File: src/rtl/sram_arb_pkg.sv
// Shared types and the round-robin pick function for the SRAM arbiter.
package sram_arb_pkg;

  typedef enum logic [0:0] {
    INIT,
    RUN
  } arb_state_t;

  // Widest requester count the pick function can search.
  localparam int unsigned RR_MAX  = 32;
  localparam int unsigned RR_ID_W = 5;

  typedef struct packed {
    logic               found;
    logic [RR_ID_W-1:0] id;
  } rr_pick_t;

  // Search last+1, last+2, ... modulo n and return the first set valid bit.
  function automatic rr_pick_t rr_pick(input logic [RR_MAX-1:0]  valid,
                                       input logic [RR_ID_W-1:0] last,
                                       input int unsigned        n);
    rr_pick_t           r;
    logic [RR_ID_W-1:0] idx;
    r.found = 1'b0;
    r.id    = '0;
    for (int unsigned k = 1; k <= RR_MAX; k++) begin
      idx = RR_ID_W'((32'(last) + k) % n);
      if (k <= n && !r.found && valid[idx]) begin
        r.found = 1'b1;
        r.id    = idx;
      end
    end
    return r;
  endfunction

endpackage

File: src/rtl/sram_arbiter_rr.sv
// Purely combinational round-robin selector over NUM_REQ request lines.
module rr_arbiter
  import sram_arb_pkg::*;
#(
  parameter int NUM_REQ = 2,
  localparam int ID_WIDTH = $clog2(NUM_REQ)
) (
  input  logic [NUM_REQ-1:0]  req,
  input  logic [ID_WIDTH-1:0] last,
  output logic [ID_WIDTH-1:0] grant_id,
  output logic                grant_vld
);

  logic [RR_MAX-1:0] req_ext;
  rr_pick_t          pick;

  // Widen the request vector to the function's fixed width and pick a winner.
  always_comb begin
    req_ext                = '0;
    req_ext[NUM_REQ-1:0]   = req;
    pick                   = rr_pick(req_ext, RR_ID_W'(last), NUM_REQ);
    grant_id               = ID_WIDTH'(pick.id);
    grant_vld              = pick.found;
  end

endmodule

File: src/rtl/sram_arbiter.sv
// Round-robin arbiter and sequencer sharing one single-port SRAM.
// Handshake: a request transfers in the cycle where req_valid[i] and
// req_ready[i] are both high; ready is combinational from valid and is
// one-hot or zero. Every transfer gets exactly one rsp_valid pulse one
// cycle later, with no backpressure on the response side.
module sram_arbiter
  import sram_arb_pkg::*;
#(
  parameter int NUM_REQ     = 2,
  parameter int SIZE        = 16,
  parameter int DATA_WIDTH  = 32,
  parameter int ADDR_WIDTH  = 4,
  parameter int INIT_CYCLES = 4,
  localparam int ID_WIDTH   = $clog2(NUM_REQ)
) (
  input  logic                            clk,
  input  logic                            rst,
  input  logic [NUM_REQ-1:0]              req_valid,
  output logic [NUM_REQ-1:0]              req_ready,
  input  logic [NUM_REQ-1:0]              req_we,
  input  logic [NUM_REQ*ADDR_WIDTH-1:0]   req_addr,
  input  logic [NUM_REQ*DATA_WIDTH-1:0]   req_wdata,
  output logic [NUM_REQ-1:0]              rsp_valid,
  output logic [DATA_WIDTH-1:0]           rsp_rdata,
  output logic                            sram_rst_n,
  output logic [ADDR_WIDTH-1:0]           sram_addr,
  output logic                            sram_re,
  output logic                            sram_we,
  output logic [DATA_WIDTH-1:0]           sram_data_in,
  input  logic [DATA_WIDTH-1:0]           sram_data_out
);

  localparam int CNT_W = $clog2(INIT_CYCLES) + 1;

  arb_state_t          state, state_nxt;
  logic [CNT_W-1:0]    cnt, cnt_nxt;
  logic [ID_WIDTH-1:0] rr_last;
  logic [ID_WIDTH-1:0] grant_id;
  logic                grant_vld;
  logic                grant;
  logic                pending;
  logic                pend_rd;
  logic [ID_WIDTH-1:0] pend_id;

  rr_arbiter #(.NUM_REQ(NUM_REQ)) u_rr (
    .req       (req_valid),
    .last      (rr_last),
    .grant_id  (grant_id),
    .grant_vld (grant_vld)
  );

  // FSM state and init counter register.
  always_ff @(posedge clk or posedge rst) begin
    if (rst) begin
      state <= INIT;
      cnt   <= '0;
    end else begin
      state <= state_nxt;
      cnt   <= cnt_nxt;
    end
  end

  // Next state: hold the SRAM in clear for INIT_CYCLES, then serve traffic.
  always_comb begin
    state_nxt  = state;
    cnt_nxt    = cnt;
    sram_rst_n = 1'b0;
    grant      = 1'b0;
    case (state)
      INIT: begin
        cnt_nxt = cnt + CNT_W'(1);
        if (cnt == CNT_W'(INIT_CYCLES - 1)) begin
          state_nxt = RUN;
          cnt_nxt   = '0;
        end
      end
      RUN: begin
        sram_rst_n = 1'b1;
        grant      = grant_vld;
      end
      default: state_nxt = INIT;
    endcase
  end

  // Steer the granted requester onto the SRAM port; idle drives zeros.
  always_comb begin
    int unsigned gi;
    gi           = 32'(grant_id);
    req_ready    = '0;
    sram_re      = 1'b0;
    sram_we      = 1'b0;
    sram_addr    = '0;
    sram_data_in = '0;
    if (grant) begin
      req_ready[grant_id] = 1'b1;
      sram_addr           = req_addr[gi*ADDR_WIDTH +: ADDR_WIDTH];
      if (req_we[grant_id]) begin
        sram_we      = 1'b1;
        sram_data_in = req_wdata[gi*DATA_WIDTH +: DATA_WIDTH];
      end else begin
        sram_re = 1'b1;
      end
    end
  end

  // Rotate priority past each winner and remember who gets the next response.
  always_ff @(posedge clk or posedge rst) begin
    if (rst) begin
      rr_last <= ID_WIDTH'(NUM_REQ - 1);
      pending <= 1'b0;
      pend_id <= '0;
      pend_rd <= 1'b0;
    end else begin
      pending <= grant;
      if (grant) begin
        rr_last <= grant_id;
        pend_id <= grant_id;
        pend_rd <= !req_we[grant_id];
      end
    end
  end

  // Response pulse one cycle after the grant; data only for reads.
  always_comb begin
    rsp_valid = '0;
    rsp_rdata = '0;
    if (pending) begin
      rsp_valid[pend_id] = 1'b1;
      if (pend_rd) rsp_rdata = sram_data_out;
    end
  end

  // The SRAM port never reads and writes at once, and callers keep addr < SIZE.
  a_no_rw_overlap: assert property (@(posedge clk) disable iff (rst)
    !(sram_re && sram_we));
  a_addr_in_range: assert property (@(posedge clk) disable iff (rst)
    (sram_re || sram_we) |-> (32'(sram_addr) < SIZE));

endmodule
File: config.mk
export PLATFORM = sky130hd
export DESIGN_NAME = sram_arbiter
export DESIGN_NICKNAME = d
export VERILOG_FILES = /design/src/rtl/sram_arb_pkg.sv /design/src/rtl/sram_arbiter_rr.sv /design/src/rtl/sram_arbiter.sv
export SDC_FILE = /design/constraint.sdc
export NUM_CORES = 1
export LEC_CHECK = 0
export CAP_MARGIN = 0
export CORE_MARGIN = 8
export CORE_UTILIZATION = 25
export DETAILED_ROUTE_END_ITERATION = 6
export GPL_ROUTABILITY_DRIVEN = 0
export GPL_TIMING_DRIVEN = 0
export PLACE_DENSITY = 0.82
export SYNTH_ARGS = -nofsm -noshare
export SYNTH_HDL_FRONTEND = slang
export SYNTH_SLANG_ARGS = --single-unit
File: constraint.sdc
create_clock -name clk -period 1.7 [get_ports clk]
set_clock_uncertainty 0.1 [all_clocks]
set_input_delay 0.255 -clock clk [delete_from_list [all_inputs] [get_ports clk]]
set_output_delay 0.255 -clock clk [all_outputs]
set_load 0.02 [all_outputs]
* Word level (Yosys, flattened, before mapping)
Cells that the tools add are included.
** Cells by class
- Shifts and indexed selects :: 2
- Order comparisons :: 6
- Mux-type cells :: 28
- Div/mod/pow operators :: 0
- $mul :: 0
- Bitwise logic cells :: 0
- Reduce and logical (&&, ||, !) cells :: 5
- $add $sub $neg :: 3
- Eq/ne operators :: 1
** Operators by type and width (count)
- two-way mux 32 bit :: 4
- variable part select 64 x 7 -> 32 bit :: 1
- two-way mux 1 bit :: 16
- < comparator 1 x 6 -> 1 bit, second input constant :: 2
- two-way mux 6 bit :: 2
- variable part select 8 x 4 -> 4 bit :: 1
- < comparator 1 x 2 -> 1 bit, second input constant :: 2
- two-way mux 2 bit :: 2
- two-way mux 4 bit :: 1
- adder 3 x 1 -> 3 bit, second input constant :: 1
- equality test 3 x 2 -> 1 bit, second input constant :: 1
- logical AND 1 bit :: 3
- two-way mux 3 bit :: 1
- adder 1 bit, second input constant :: 2
- demux 1 bit (select 1 bit) :: 2
- greater-or-equal comparator 1 bit, second input constant :: 2
- logical NOT 1 bit :: 2
** Storage, ports and cells
- Bits in latches :: 0
- Output and inout bits :: 75
- Memories kept :: 0
- Bits in read-only memories :: 0
- Register bits after elaboration :: 8
- RAM bits :: 0
- Word-level logic and storage cells :: 51
- Input port bits :: 110

* Logic depth before layout (Yosys ltp)
Gate-level depths: netlist of the first run.
- Depth after elaboration :: 12
- Depth in mapped cells :: 4
- Depth with buffers taken out :: 4

* Cells and area by module
A second synthesis of the first run with hierarchy kept.
** Second synthesis, totals
- Cells, all modules :: 149
- Area total of the unflattened synthesis :: 1410.1 µm²
** By module, submodules not included
- sram_arbiter :: cells each 147, instances 1, sequential area each 201.4 µm², area each 1396.3 µm²
- rr_arbiter :: cells each 2, instances 1, sequential area each 0.0 µm², area each 13.8 µm²

* Worst setup path before layout of the first run
Ideal clock, no wire load.
- Kind :: reg-to-output
- From :: register state
- To :: output sram_data_in[10]
- Required time :: 1.345 ns
- Arrival :: 1.428 ns
- Path slack :: -0.083 ns
- Stages on the path, launching flop included :: 5
- Buffers on the path :: 2
- Cell sequence :: dfrtp_1 -> buf_2 -> clkinv_1 -> buf_2 -> nor3_2
** On the way
- Cells in the longest elaborated chain, start to end :: 2
** Ends and longest elaborated chain
- start, declared :: RTL line sram_arbiter.sv:35 : arb_state_t state, state_nxt;
- start signal, assigned :: RTL line sram_arbiter.sv:58 : state <= state_nxt;
- two-way mux 1 bit :: RTL line sram_arbiter.sv:69 : case (state)
- two-way mux 32 bit :: RTL line sram_arbiter.sv:94 : if (grant) begin
- end, declared :: RTL line sram_arbiter.sv:29 : output logic [DATA_WIDTH-1:0] sram_data_in,
No other way between the ends.

* Worst setup path after layout of the first run
- From :: register rr_last
- To :: output sram_data_in[14]
** On the way
- Cells in the longest elaborated chain, start to end :: 11
- Elaborated cells on any way between the ends :: 16
- Classes of those cells :: add/sub: 2; shift: 1; mux: 11; reduce/logical: 2
** Ends and longest elaborated chain
- start, declared :: RTL line sram_arbiter.sv:37 : logic [ID_WIDTH-1:0] rr_last;
- start signal, assigned :: RTL line sram_arbiter.sv:109 : rr_last <= ID_WIDTH'(NUM_REQ - 1);
- start signal, assigned :: RTL line sram_arbiter.sv:116 : rr_last <= grant_id;
- adder 1 bit :: RTL line sram_arb_pkg.sv:27 : idx = RR_ID_W'((32'(last) + k) % n);
- two-way mux 1 bit (implied by the code) (2 in series) :: RTL line sram_arb_pkg.sv:28 : if (k <= n && !r.found && valid[idx]) begin
- two-way mux 6 bit :: RTL line sram_arb_pkg.sv:28
- logical NOT 1 bit :: RTL line sram_arb_pkg.sv:28
- logical AND 1 bit :: RTL line sram_arb_pkg.sv:28
- two-way mux 6 bit * :: RTL line sram_arb_pkg.sv:28
- parallel branches: the longest is 3 deep, another holds variable part select 64 x 7 -> 32 bit
- two-way mux 32 bit * :: RTL line sram_arbiter.sv:94
Every way passes the cells marked *. The select of a mux whose other input is x is not followed.

==> metrics, run 1 <==
CTS H-Tree Depth=1; Total Routing Usage GR=19.20%; Synth Net Count=264; maximum VDD drop=0.2873 mV; GR Overflow Total=0; Syn Area/Cell=8.979 um^2; ratio of cells with drive above 1 in the final layout=49.30%; Placed Area=0.003502 mm^2; CP most frequent cell=buf_6; DRT Pass-1 Iters=4; power per cell area=479.3 mW/mm^2; CP required=1.34 ns; detailed-route via count=2051; port bufs=184; Clock transition at path regs=0.04 ns; Filler cells=378; fmax=459.7 MHz; EDFF count, synth=0; Die ar.=0.008123 mm^2; Non-Filler Instances=429; Crit Path Category=register to output pin; worst rel slew slack=75.76%; HPWL after DPL=6.333 mm; setup violators final=40; clock sinks=8; hold_ws=0.1674 ns; Worst Hold Class=input port to async pin; core area=0.005405 mm^2; I/O pin cnt=185; Core Util, Final=74.70%; drt wl/cell=19.96 um; Slew Limit Fails=0; post-route ant nets=0; #FFs+latches synth=8; crit end category=output pin; largest net degree at the start of global routing=11; status=complete, but fails checks; post-synthesis cell type count=29; Final Hold Vio Count=0; ys async rst share=100.0%; CTS tree=done; post-synth top area cell=mux2i_1; CP Data Arrival Time=1.82 ns; Layout Nets=469; slowest CP cell=dfstp_2; global-route wire length before repair=12.61 mm; min Tclk post-route=2.175 ns; Worst Path Buf+Inv=5; sequential-to-total area share from yosys stat=14.66%; total wire length=8.561 mm; Final WS setup=-0.4753 ns; area growth from synthesis to final layout=193.9%; drt drc=0; total CTS buffers=3; Die Height=90.13 um; cell area after layout=0.004038 mm^2; clock latency on the worst-skew pair=0.23 ns; synth top area cells=mux2i_1 23%, nor3_2 21%, and3_1 15%; row count=27; Leakage=0.001665 uW; dpl cells=409; hold buffer count at cts=0; post-route clock period utilization=128.0%; failing checks=negative setup slack; antenna violations before repair=0; Initial Util=25.42%; Cell Area, Synth=0.001374 mm^2; CP Max Fanout=5; Primary FF master, synth=dfrtp_1; CTS Root Cell=clkbuf_8; maxcap violations=0; Iter 0 DRT Violations=44; RSZ-0062 raised after global routing=yes; clock buffer depth=2; vias in the first global route=2352; # diodes=0; Crit path max-delay family=buffers and inverters; Post-Synthesis Cells=153; YS warnings=0; Worst-Margin Slew=0.3535 ns; post-synth top area share=23.32%; Die W=90.13 um; DR vias/cell=4.781; max incr delay on CP=0.56 ns; startpoint types=register; sequence of cells on the critical path=a21boi_4 > buf_6 > a32oi_4 > buf_6 > buf_12 > buf_12 > nor3_4 > buf_6
-- layout by cell type (no fill, tap or decap), drive strengths merged, types with 3 or more instances in the layout --
cell type	instances
and3	32
o21ai	5
buf	66
a32o	4
clkbuf	35
nor3	32
mux2i	32
inv	6
clkdlybuf4s50	108
dfrtp	7
clkdlybuf4s15	9
dlygate4sd2	3
-- per-stage QoR --
step	worst slack [ns]	power [uW]	TNS, ns
after CTS	-0.4697	1905	-14.36
after floorplan	-0.03837	837.7	-0.1151
after detailed placement	-0.9965	1453	-42.69
after global placement	-0.9882	1442	-41.82
final	-0.4753	1935	-14.81
after global routing	-0.5426	2034	-17.16
-- worst paths after layout --
kind,slack (ns),depth (start not counted),end,start
worst max-delay path,-0.48,8,sram_data_in[14],rr_last
worst min-delay path,0.17,2,pend_id,rst
worst max register to register,0.05,7,pend_rd,rr_last
worst min register to register,0.39,1,pend_id,pend_id
max in group asynchronous,1.05,2,rr_last,rst
min in group clk,0.32,3,rr_last,req_valid[1]
-- state kept, by name, indices dropped and copies added (netlist names) --
signal / flops
pending: 1
cnt: 3
rr_last: 1
pend_rd: 1
state: 1
pend_id: 1
-- report_power, final --
| group | leakage, uW | switching (uW) | internal [uW] |
|---|---|---|---|
| sequential | 0.0000940 | 11.6 | 205 |
| combinational | 0.00155 | 667 | 817 |
| clock | 0.0000228 | 73.3 | 162 |
| total | 0.00166 | 752 | 1180 |
-- area by class of cell --
cell class / count / area (um^2) / share of cell area (%)
tap: 72 / 90.09 / 2.231
timing repair buffer: 201 / 1993 / 49.36
multi-input combinational: 122 / 1506 / 37.31
clock buffer: 4 / 45.04 / 1.116
buffer: 16 / 175.2 / 4.338
sequential: 8 / 202.7 / 5.020
inverter: 6 / 25.02 / 0.6198
-- metal layers --
| metal | global-route usage [%] | routed length, um | vias to the layer above |
|---|---|---|---|
| met1 | 19.11 | 3108 | 918 |
| met3 | 7.564 | 859 | 8 |
| li1 | - | - | 979 |
| met5 | 0 | 0 | - |
| met2 | 36.56 | 4491 | 146 |
| met4 | 3.745 | 102 | 0 |
-- synth_stat cells (3+ instances only) --
master,instances
inv_1,5
and3_1,32
clkbuf_1,6
nor3_1,3
buf_2,4
a32o_1,4
o21ai_0,4
buf_6,6
dfrtp_1,7
mux2i_1,32
nor3_2,29
-- logic make-up after synthesis --
family / share of synthesized area (%)
AO/OA/AOI/OAI: 11.02
adder cells (fa/ha/maj): 0.9106
multiplexers: 23.32
flip-flops: 14.66
AND/OR/NAND/NOR: 39.89
buffers and inverters: 10.20
-- timing repair --
item,4_1_cts,5_1_grt
gates resized for setup,369,55
pin swaps,28,10
setup endpoints to repair,74,72
gates cloned,4,0
buffers inserted,9,5
Note: power is estimated with default switching activity, not from simulation.
==> inputs of run 2 (changes only) <==
- ABC_AREA: not set -> 1
- CORE_UTILIZATION: 25 -> 26
- PLACE_DENSITY: 0.82 -> 0.84
==> run 2 against run 1 <==
  * The run still ends with negative setup slack left
  * Design area is 5.9% lower
  * Sequential share of layout area up 0.28 points
  * Area after synthesis grew 3.6%
  * Global-route usage down 0.80 points
  * Hold slack worse by 0.011 ns
  * Die area decreased by 0.35%
==> metrics, run 2 <==
antenna violations before repair=0; crit end category=output pin; drt drc=0; Primary FF master, synth=dfrtp_1; post-synth top area cell=nand2_1; total wire length=8.018 mm; row count=27; clock latency on the worst-skew pair=0.23 ns; maximum VDD drop=0.3349 mV; most frequent cells in the layout=108 x clkdlybuf4s50_1, 85 x nand2_1, 71 x inv_1; YS warnings=0; Crit Path Category=register to output pin; commonest non-fill, non-tap cell in the layout=clkdlybuf4s50_1; maxcap violations=0; Final Hold Vio Count=0; Top reg by flops=cnt; Multi-input gate area=0.001074 mm^2; Placed Area=0.003347 mm^2; post-route ant nets=0; sequential-to-total area share from yosys stat=14.16%; EDFF count, synth=0; grt met3 use=4.738%; Total Routing Usage GR=18.39%; core area=0.005405 mm^2; CP Max Fanout=7; # diodes=0; met1 usage=18.90%; synth top area cells=nand2_1 24%, inv_1 20%, nor2_1 18%; worst rel slew slack=73.32%; Core Util, Final=70.25%; sequence of cells on the critical path=nand2_4 > nand2_8 > nand2_4 > nand3_4 > buf_6 > buf_12 > nor2_4 > buf_6; Clock transition at path regs=0.04 ns; ys async rst share=100.0%; global-route wire length before repair=12.39 mm; ratio of cells with drive above 1 in the final layout=28.97%; vias in the first global route=2450; detailed-route via count=2424; Iter 0 DRT Violations=44; RSZ-0062 raised after global routing=yes; largest net degree at the start of global routing=11; Leakage=0.002076 uW; DRT Pass-1 Iters=5; Initial Util=26.32%; post-synth top area share=24.27%; FF/Latch Area=201.4 um^2; cell area after layout=0.003797 mm^2; max reg flops=3; min Tclk post-route=1.986 ns; CTS tree=done; slowest CP cell=dfstp_2; post-synthesis cell type count=18; Worst Hold Class=input port to async pin; Slew Limit Fails=0; CP Data Arrival Time=1.63 ns; I/O pin cnt=185; #FFs+latches synth=8; Die ar.=0.008095 mm^2; port bufs=183; drt wl/cell=13.92 um; Cell Area, Synth=0.001423 mm^2; CTS H-Tree Depth=1; Syn Area/Cell=4.726 um^2; CP required=1.34 ns; power per cell area=453.7 mW/mm^2; Filler cells=486; hold buffer count at cts=0; startpoint types=register; GR Util met2=36.13%; clock buffer depth=2; Final WS setup=-0.2865 ns; HPWL after DPL=6.269 mm; Die Height=89.97 um; status=complete, but fails checks; Layout Nets=616; Synth Net Count=412; fmax=503.4 MHz; hold_ws=0.1560 ns; DR vias/cell=4.208; synth cell count leaders=92 x nand2_1, 75 x inv_1, 67 x nor2_1; Worst-Margin Slew=0.3976 ns; GR Overflow Total=0; CTS Root Cell=clkbuf_8; clock sinks=8; failing checks=negative setup slack; Die W=89.97 um; global routing's busiest layer=met2; post-route clock period utilization=116.9%; setup violators final=40; area growth from synthesis to final layout=166.9%; max incr delay on CP=0.55 ns; top-count cell post-synth=nand2_1; total CTS buffers=3; Post-Synthesis Cells=301
-- run 2: changes by cell type in the layout (fill, tap and decap cells not counted), moves of 21 or more --
cell     change
nand2_1     +83
nor2_4      +21
and3_1      -32
nor2_1      +40
inv_1       +66
nand3_1     +33
nor3_4      -32
-- run 2: per-layer routing --
metal | up-vias | routed length (um)
li1 | 1263 | -
met1 | 1064 | 2948
met2 | 91 | 4489
met3 | 6 | 511
met4 | 0 | 68
met5 | - | 0
-- run 2: repair_timing --
action / in CTS / in global routing
endpoints found under the hold margin: 0 / 0
gates cloned: 3 / 0
gates resized for setup: 303 / 127
setup endpoints to repair: 73 / 62
setup buffers: 10 / 4
pin swaps: 4 / 8
-- run 2: kinds of logic (layout without fill, tap and decap cells) --
logic type      Yosys count  count (layout)  share of synthesized area [%]
simple gates            198             198                          56.73
buf+inv                  91             294                          27.18
flops                     8               8                          14.16
compound gates            3               3                          1.054
fa+ha+maj                 1               1                         0.8794
-- run 2: final timing paths --
kind | startpoint | endpoint | slack [ns] | cells past startpoint
max in group asynchronous | rst | rr_last | 1.06 | 2
worst max-delay path | rr_last | sram_data_in[21] | -0.29 | 8
worst min-delay path | rst | state | 0.16 | 2
worst max register to register | rr_last | pend_id | 0.35 | 7
min in group clk | rr_last | rr_last | 0.40 | 2
worst min register to register | rr_last | rr_last | 0.40 | 2
-- run 2: area by class of cell --
cell class,count,area share [%]
inverter,75,7.414
clock buffer,4,1.186
multi-input combinational,202,28.27
tap,72,2.372
timing repair buffer,200,51.24
buffer,15,4.217
sequential,8,5.305
-- run 2: metrics by stage --
step / worst slack, ns / power [uW] / setup TNS [ns] / std cells
floorplan: -0.02878 / 690.4 / -0.8344 / 301
global placement: -0.9654 / 1268 / -40.31 / 556
detailed placement: -0.9614 / 1284 / -40.48 / 556
CTS: -0.2686 / 1578 / -9.622 / 573
global route: -0.3648 / 1836 / -13.07 / 576
finish: -0.2865 / 1723 / -9.860 / 576
-- run 2: report_power, final --
group          switching, uW  internal (uW)
combinational            617            654
clock                   79.9            163
sequential              7.29            202
-- run 2: critical path, delay by kind of cell (launching register included) --
kind	cells	cell delay, ns
DFF	1	0.55
and+or+nand+nor	5	0.46
buffers and inverters	3	0.40
==> inputs of run 3 (changes only) <==
- SLEW_MARGIN: not set -> 20
==> results of run 3 <==
The final DEF is identical to that of run 2; final timing and power are the same.
